[src/rtl/pixel_plotter.sv]
// Pixel plotter: turns (x, y, color) into linear frame-buffer writes through a small FIFO.
// Latency: a write appears one cycle after a coordinate is accepted into an empty FIFO.
// Backpressure: pixel_ready = not full; the head entry is held stable while wr_ready is low.
// Optional clipping of off-screen coordinates is enabled by defining PIXEL_PLOTTER_CLIP_EN.
module pixel_plotter #(
   parameter int WIDTH  = 640,
   parameter int HEIGHT = 400,
   parameter int DEPTH  = 4
) (
   input  logic        clk,
   input  logic        reset,
   input  logic        pixel_valid,
   input  logic [9:0]  horizontal,
   input  logic [8:0]  vertical,
   input  logic [3:0]  color,
   output logic        pixel_ready,
   output logic        wr_valid,
   output logic [18:0] wr_addr,
   output logic [3:0]  wr_data,
   input  logic        wr_ready,
   output logic        busy,
   output logic [15:0] dropped
);

   localparam int PW = $clog2(DEPTH);
   localparam int CW = PW + 1;
   localparam logic [CW-1:0] FULL_CNT = CW'(DEPTH);

   // Reject configurations the pointer arithmetic and address width cannot represent.
   if (DEPTH < 2 || DEPTH > 16 || (DEPTH & (DEPTH - 1)) != 0 || WIDTH * HEIGHT > 524288) begin : g_bad_cfg
      $error("pixel_plotter: unsupported parameter combination");
   end

   logic [PW-1:0] wr_ptr_q, wr_ptr_d;
   logic [PW-1:0] rd_ptr_q, rd_ptr_d;
   logic [CW-1:0] count_q, count_d;
   logic [18:0]   addr_mem_q [DEPTH];
   logic [18:0]   addr_mem_d [DEPTH];
   logic [3:0]    data_mem_q [DEPTH];
   logic [3:0]    data_mem_d [DEPTH];
   logic [15:0]   dropped_q, dropped_d;

   logic        accept;
   logic        in_range;
   logic        push;
   logic        pop;
   logic [18:0] pix_addr;

   // Ready comes only from registered occupancy; reset holds it low.
   assign pixel_ready = ~reset & (count_q != FULL_CNT);
   assign wr_valid    = (count_q != '0);
   assign busy        = wr_valid;
   assign wr_addr     = addr_mem_q[rd_ptr_q];
   assign wr_data     = data_mem_q[rd_ptr_q];
   assign dropped     = dropped_q;

   assign accept   = pixel_valid & pixel_ready;
   assign pop      = wr_valid & wr_ready;
   assign pix_addr = 19'(vertical) * 19'(WIDTH) + 19'(horizontal);

`ifdef PIXEL_PLOTTER_CLIP_EN
   assign in_range = ({1'b0, horizontal} < 11'(WIDTH)) && ({1'b0, vertical} < 10'(HEIGHT));
`else
   assign in_range = 1'b1;
`endif

   // Off-screen coordinates still complete the handshake but never reach the FIFO.
   assign push = accept & in_range;

   // Next-state for pointers, occupancy, storage and the clip counter.
   always_comb begin
      wr_ptr_d   = wr_ptr_q;
      rd_ptr_d   = rd_ptr_q;
      count_d    = count_q;
      addr_mem_d = addr_mem_q;
      data_mem_d = data_mem_q;
      dropped_d  = dropped_q;

      if (push) begin
         addr_mem_d[wr_ptr_q] = pix_addr;
         data_mem_d[wr_ptr_q] = color;
         wr_ptr_d             = wr_ptr_q + 1'b1;
      end
      if (pop) begin
         rd_ptr_d = rd_ptr_q + 1'b1;
      end

      unique case ({push, pop})
         2'b10:   count_d = count_q + 1'b1;
         2'b01:   count_d = count_q - 1'b1;
         default: count_d = count_q;
      endcase

`ifdef PIXEL_PLOTTER_CLIP_EN
      if (accept && !in_range && dropped_q != 16'hFFFF) begin
         dropped_d = dropped_q + 1'b1;
      end
`else
      dropped_d = '0;
`endif
   end

   // State registers; reset discards every queued entry.
   always_ff @(posedge clk or posedge reset) begin
      if (reset) begin
         wr_ptr_q  <= '0;
         rd_ptr_q  <= '0;
         count_q   <= '0;
         dropped_q <= '0;
         for (int i = 0; i < DEPTH; i++) begin
            addr_mem_q[i] <= '0;
            data_mem_q[i] <= '0;
         end
      end else begin
         wr_ptr_q   <= wr_ptr_d;
         rd_ptr_q   <= rd_ptr_d;
         count_q    <= count_d;
         dropped_q  <= dropped_d;
         addr_mem_q <= addr_mem_d;
         data_mem_q <= data_mem_d;
      end
   end

endmodule

[config.mk]
export PLATFORM = sky130hd
export DESIGN_NAME = pixel_plotter
export DESIGN_NICKNAME = d
export VERILOG_FILES = /design/src/rtl/pixel_plotter.sv
export SDC_FILE = /design/constraint.sdc
export NUM_CORES = 1
export LEC_CHECK = 0
export BUFFER_PORTS_ARGS = -buffer_cell sky130_fd_sc_hd__buf_2
export CAP_MARGIN = 0
export CORE_MARGIN = 2
export CORE_UTILIZATION = 35
export CTS_CLUSTER_SIZE = 25
export DETAILED_ROUTE_END_ITERATION = 7
export GPL_ROUTABILITY_DRIVEN = 0
export SKIP_CTS_REPAIR_TIMING = 1
export SLEW_MARGIN = 20
export SYNTH_ARGS = -nofsm -noshare
export SYNTH_HDL_FRONTEND = slang
export SYNTH_SLANG_ARGS = --single-unit
export TNS_END_PERCENT = 30
[constraint.sdc]
create_clock -name clk -period 5.49 [get_ports clk]
set_clock_uncertainty 0.05 [all_clocks]
set_input_delay 0.8235 -clock clk [delete_from_list [all_inputs] [get_ports clk]]
set_output_delay 0.8235 -clock clk [all_outputs]
set_load 0.01 [all_outputs]
* After elaboration in Yosys (flattened, before gate mapping)
Cells that the tools add are included.
Widths: inputs -> output; s select.
** Operators by class
- Shifts and indexed selects :: 0
- Reduce and logical (&&, ||, !) cells :: 3
- Bitwise logic cells :: 6
- Eq/ne operators :: 3
- $add $sub $neg :: 5
- Mux-type cells :: 13
- $lt $le $gt $ge :: 3
- Div/mod/pow operators :: 0
- Multiply operators :: 1
** Operators with widths (number)
- $bwmux 76 :: 1
- $mux 19 :: 3
- $bmux 19 s2 :: 1
- $demux 19 s2 :: 1
- $add 19x10->19 :: 1
- $bwmux 16 :: 1
- $mul 9x3->12 const B :: 1
- $mux 4 :: 3
- $bmux 4 s2 :: 1
- $demux 4 s2 :: 1
- $ge 3x3->1 const B :: 2
- $not 2->3 :: 2
- $pmux 3 s2 :: 1
- $add 2x1->2 const B :: 2
- $add 3x1->3 const B :: 1
- $and 1x1->1 :: 3
- $lt 3x1->1 const B :: 1
- $ne 3x3->1 const B :: 1
- $reduce_bool 3->1 :: 1
- $sub 3x1->3 const B :: 1
- $eq 2x1->1 const B :: 1
- $eq 2x2->1 const B :: 1
- $reduce_bool 2->1 :: 1
- $logic_and 1x1->1 :: 1
- $not 1->1 :: 1
** Storage, ports and cells
- Input port bits :: 27
- Bits in read-only memories :: 0
- Output and inout port bits :: 42
- Bits in latches :: 0
- Memories :: 0
- Bits in writable memories :: 0
- Register bits :: 99
- Word-level logic and storage cells :: 45

* Longest topological paths before layout
Gate-level depths: netlist of the first run.
- Depth in word-level cells :: 6
- Depth in mapped cells :: 11
- Gate-level depth less buffers :: 10

* Worst setup path before layout of the first run
No wires, ideal clock.
- Path kind :: input -> register
- From :: input port vertical[1]
- To :: register addr_mem_q[18] (netlist bit)
- Cell stages on the path :: 9
- Required time :: 5315 ps
- Slack :: 2185 ps
- Setup time :: 125 ps
- Data arrival time :: 3130 ps
- Path buffers :: 0
- Cell sequence :: ha_1 -> ha_1 -> fa_1 -> xnor2_1 -> and4bb_1 -> o211ai_2 -> nor4_2 -> a22o_2 -> mux2_2
** Between the ends
- Cells in the longest elaborated chain, start to end :: 3
** RTL lines
- start, declared :: line 14 : input logic [8:0] vertical,
- $mul 9x3->12 :: line 59 : assign pix_addr = 19'(vertical) * 19'(WIDTH) + 19'(horizontal);
- $add 19x10->19 :: line 59
- $bwmux 76 :: line 80 : addr_mem_d[wr_ptr_q] = pix_addr;
- end signal, assigned :: line 119 : addr_mem_q <= addr_mem_d;
- end, declared :: line 37 : logic [18:0] addr_mem_q [DEPTH];
No other way between the ends.
A chain may end at the register's enable or synchronous reset.

* Final worst setup path of the first run
- From :: input port vertical[1]
- To :: register addr_mem_q[75] (netlist bit)
The elaborated chain is that of the path after synthesis.

==> results of run 1 <==
## flip-flops by register name, indices dropped and copies added (netlist names)
register,count
addr_mem_q,76
rd_ptr_q,2
data_mem_q,16
wr_ptr_q,2
count_q,3
## cell usage in the layout, fill, tap and decap left out, types with 11 or more instances in the layout
| cell type | netlist | routed |
|---|---|---|
| o21ai_0 | 31 | 31 |
| inv_1 | 12 | 11 |
| nand2_1 | 43 | 43 |
| buf_2 | 7 | 52 |
| dfrtp_1 | 99 | 98 |
| mux4_2 | 23 | 23 |
| mux2_2 | 56 | 56 |
| ha_1 | 22 | 22 |
| conb_1 | 1 | 16 |
## through the flow
step	power [mW]	utilization	instances	instance area [sq um]	hold slack, ns
after floorplan	2.22	-	418	5210	0.395
after global placement	2.55	0.380	623	5510	0.407
after detailed placement	2.62	0.380	623	5510	0.416
after CTS	3.29	0.402	638	5810	0.430
after global routing	3.46	0.402	638	5810	0.453
final	3.23	0.402	638	5810	0.425
## worst max-delay path, stage by stage
cell	delay, ns
buf_2	0.11
ha_1	0.29
ha_1	0.24
fa_1	0.42
xnor2_1	0.41
and4bb_1	0.27
o211ai_2	0.22
nor4_2	0.08
a22o_2	0.29
mux2_2	0.27
## layer usage
layer	share of wire	global-route usage	up-vias
li1	-	-	1493
met5	0	0	-
met1	0.44	0.162	1621
met3	0.032	0.0377	10
met2	0.51	0.246	51
met4	0.012	0.0320	0
## power breakdown
group          switching (mW)  leakage [nW]  total, mW  internal [mW]
logic                   0.558          1.34       1.25          0.695
registers               0.237          1.21       1.32           1.09
clock network           0.261         0.152      0.657          0.396
## area by class of cell
cell class | count | area (sq um)
Fill cell | 1371 | 8660
Clock inverter | 5 | 78.8
Multi-Input combinational cell | 270 | 2440
Tap cell | 184 | 230
Clock buffer | 10 | 229
Sequential cell | 99 | 2480
Inverter | 12 | 47.5
Timing Repair Buffer | 58 | 305
## worst min-delay path by stage
stage / startpoint / to
after detailed placement: addr_mem_q[28] / addr_mem_q[28]
final: addr_mem_q[28] / addr_mem_q[28]
after global placement: addr_mem_q[65] / addr_mem_q[65]
after global routing: addr_mem_q[68] / addr_mem_q[68]
after floorplan: addr_mem_q[27] / addr_mem_q[27]
after CTS: addr_mem_q[28] / addr_mem_q[28]
## kinds of logic after synthesis
| group | count (synthesis) |
|---|---|
| AOI/OAI and AO/OA | 59 |
| xor gates and xnor gates | 17 |
| adders and majority gates | 25 |
| buffers and inverters | 49 |
| DFF | 99 |
| muxes | 80 |
| other | 1 |
| and+or+nand+nor | 73 |
==> metrics.cfg, run 1 <==
[route]
route.detailed.drc = 0
wl_um = 10200
via_per_inst = 4.98
dr_total_vias = 3175
wl_per_cell_um = 16.0
dr.pass1.iters = 4
drt_iter0_markers = 141
ant_nets = 0

[setup_path]
reg2reg_to = addr_mem_q[75]
crit_type = in2reg
worstPathMaxFanout = 4
required_ns = 5.66
startpoint_type = input port
rr_startpoint = count_q[0]
reg2reg_depth = 6
critPathArrivalTime_ns = 3.42
crit_start = vertical[1]
r2r_slack_ns = 3.15
cp-end-kind = register
cp-endpoint = addr_mem_q[75]

[floorplanning]
initial_core_util = 0.356
die_w_um = 125
die_y_um = 125
num_rows = 44
io_pins = 69
die_area_sq_mm = 0.0157
core-area_sq_mm = 0.0145

[sta]
fin_ws_ns = 2.24
max_freq_ghz = 0.308
period_needed_ns = 3.25
rsz0062_at_grt = false
min_period_over_period = 0.592
setup-tns-final_ns = 0
finalMaxSlewViolations = 0
slew_headroom = 0.408
worst_pin_slew_ns = 0.889
setup_viol = 0
finalHoldViolCount = 0

[placement]
post-dp-hpwl_um = 7230
port_buffers = 52
pre_cts_ws_ns = 1.87

[grt]
grt-ovfl-total = 0
grt_max_degree = 67
grtUsageTotal = 0.136
grt_pass1_wl_um = 17100
antenna_found_initial = 0
grt_pass1_vias = 3433

[clock_tree]
cts.sinks = 99
clkTransAtPathRegs_ns = 0.06
htreeDepth = 3
cts_buffer_depth = 2
cts-root-buf = clkbuf_16
numCtsBuffers = 9
tritoncts = yes
insertion_delay_ns = 0.34

[power]
power.leakage_nw = 2.70
peakVddDrop_v = 0.000209
p_per_area_mw_per_mm2 = 556

[synth]
syn_inst = 403
synthMuxAreaShare = 0.225
synth-edff-count = 0
synthTopCellsByCount = dfrtp_1, mux2_2, nand2_1
synth_area_sq_mm = 0.00515
synth_top_family_by_area = multiplexers
synth_top_area_frac = 0.481
synth.distinct_cells = 42
ys_ff_latch = 99
yosysSeqAreaShare = 0.481
synthAdderAreaFrac = 0.0651
synthArstFlopShare = 1.00
synth_xor_area_frac = 0.0289
synthMostInstantiatedCell = dfrtp_1
ys_warn_count = 0
synth.area.top_cells = dfrtp_1, mux2_2, mux4_2, ha_1, buf_4
avgSynthCellArea_sq_um = 12.8
synthSimpleGateAreaFrac = 0.0682
synth_ff_type = dfrtp_1
synth_compound_area_frac = 0.0758
yosys.area.top_type = dfrtp_1

[layout]
antenna_cells = 0
area_growth_pct = 12.8
drive_above_1_share = 0.361
fin_nets = 502

[status]
status = finished clean

[min_path]
hold_class = reg2reg
worstHoldPathCells = 2

[flow_run]
cap_violations = 0

Power figures use the tool's default switching activity.
==> run 2: changes to the inputs <==
==> constraint.sdc (replaced) <==
create_clock -name clk -period 3.3 [get_ports clk]
set_clock_uncertainty 0.05 [all_clocks]
set_input_delay 0.495 -clock clk [delete_from_list [all_inputs] [get_ports clk]]
set_output_delay 0.495 -clock clk [all_outputs]
set_load 0.01 [all_outputs]
==> run 2 against run 1 <==
Compared with the run above:
- first-iteration DRC count up 5.0%
- routed wire length up 0.55%
- setup slack worse by 1.8 ns
- final cell count up 0.78%
- sequential cell count unchanged
- largest power group unchanged
- largest cell class unchanged
==> metrics.cfg, run 2 (synthesis results as in run 1) <==
[status]
status = finished clean

[floorplanning]
initial_core_util = 0.356
die_area_sq_mm = 0.0157
die_w_um = 125
core-area_sq_mm = 0.0145
io_pins = 69
num_rows = 44
die_y_um = 125

[sta]
fin_ws_ns = 0.482
setup-tns-final_ns = 0
worst_pin_slew_ns = 0.714
slew_headroom = 0.524
finalHoldViolCount = 0
rsz0062_at_grt = false
finalMaxSlewViolations = 0
period_needed_ns = 2.82
setup_viol = 0
min_period_over_period = 0.854
max_freq_ghz = 0.355

[min_path]
hold_class = in2async

[setup_path]
rr_startpoint = count_q[0]
worstPathMaxFanout = 4
r2r_slack_ns = 1.16
critPathArrivalTime_ns = 2.99
required_ns = 3.47
crit_start = vertical[1]
cp-end-kind = register
startpoint_type = input port
crit_type = in2reg
reg2reg_to = data_mem_q[12]
cp-endpoint = addr_mem_q[54]
reg2reg_depth = 6

[placement]
port_buffers = 52
post-dp-hpwl_um = 7240
place_area_sq_mm = 0.00556
pre_cts_ws_ns = 0.147

[clock_tree]
insertion_delay_ns = 0.35
cts.sinks = 99
htreeDepth = 3
cts-root-buf = clkbuf_16
tritoncts = yes
clkTransAtPathRegs_ns = 0.07
numCtsBuffers = 9
cts_buffer_depth = 2

[layout]
stdcell_area_sq_mm = 0.00587
fin_nets = 506
reg.largest.list = addr_mem_q (76), data_mem_q (16), count_q (3)
drive_above_1_share = 0.368
mostFrequentLayoutCell = dfrtp_1
fillCellCount = 1375
area_growth_pct = 13.9
final_cell_mix = dfrtp_1, mux2_2, buf_2
antenna_cells = 0
top_register = addr_mem_q
largest_reg_flops = 76
register_area_sq_mm = 0.00248
multi_input_area_sq_mm = 0.00244

[route]
dr_total_vias = 3184
wl_um = 10300
route.detailed.drc = 0
wl_per_cell_um = 16.0
via_per_inst = 4.95
drt_iter0_markers = 148
dr.pass1.iters = 4
ant_nets = 0

[power]
p_per_area_mw_per_mm2 = 920
power.leakage_nw = 2.72
peakVddDrop_v = 0.000403
power.total_mw = 5.40

[grt]
grt-ovfl-total = 0
grt_max_degree = 88
grt_pass1_vias = 3216
grtUsageTotal = 0.139
antenna_found_initial = 0
grt_pass1_wl_um = 17100

[flow_run]
cap_violations = 0

==> run 2: per-stage QoR <==
step / utilization / std cells / hold slack, ns
CTS: 0.405 / 643 / 0.000316
floorplan: - / 418 / 0.395
global route: 0.405 / 643 / 0.0169
detailed placement: 0.384 / 627 / 0.383
global placement: 0.384 / 627 / 0.378
finish: 0.405 / 643 / 0.00576
==> run 2: area by class of cell <==
cell class	count	share of cell area
flip-flops and latches	99	0.422
multi-input cells	270	0.417
repair buffers	62	0.0614
clock buffers	11	0.0414
well taps	184	0.0392
clock inverters	5	0.0107
inverters	12	0.00810
==> run 2: metal layers <==
layer,GRT usage,part of all wire,up-vias
li1,-,-,1505
met3,0.0368,0.031,10
met1,0.174,0.44,1618
met2,0.233,0.51,51
met5,0,0,-
met4,0.0464,0.015,0
==> run 2: worst min path at each step <==
stage / slack [ns] / endpoint / depth (start not counted)
finish: 0.006 / data_mem_q[7] / 2
global route: 0.02 / count_q[0] / 2
CTS: 0.0003 / count_q[1] / 2
detailed placement: 0.38 / count_q[1] / 2
global placement: 0.38 / count_q[1] / 2
floorplan: 0.39 / addr_mem_q[27] / 2
==> run 2: critical path: stages <==
cell and delay, ns:
buf_2 0.12, ha_1 0.29, ha_1 0.24, fa_1 0.42, xnor2_1 0.14, buf_4 0.16, a2111oi_4 0.31, o211ai_2 0.17
nor4_2 0.26, xnor2_1 0.25, o21ai_1 0.13
==> run 2: power breakdown <==
| part | internal, mW | total (mW) | switching, mW |
|---|---|---|---|
| logic | 1.19 | 2.15 | 0.957 |
| registers | 1.81 | 2.18 | 0.373 |
| clock network | 0.611 | 1.07 | 0.455 |
| total | 3.61 | 5.40 | 1.78 |
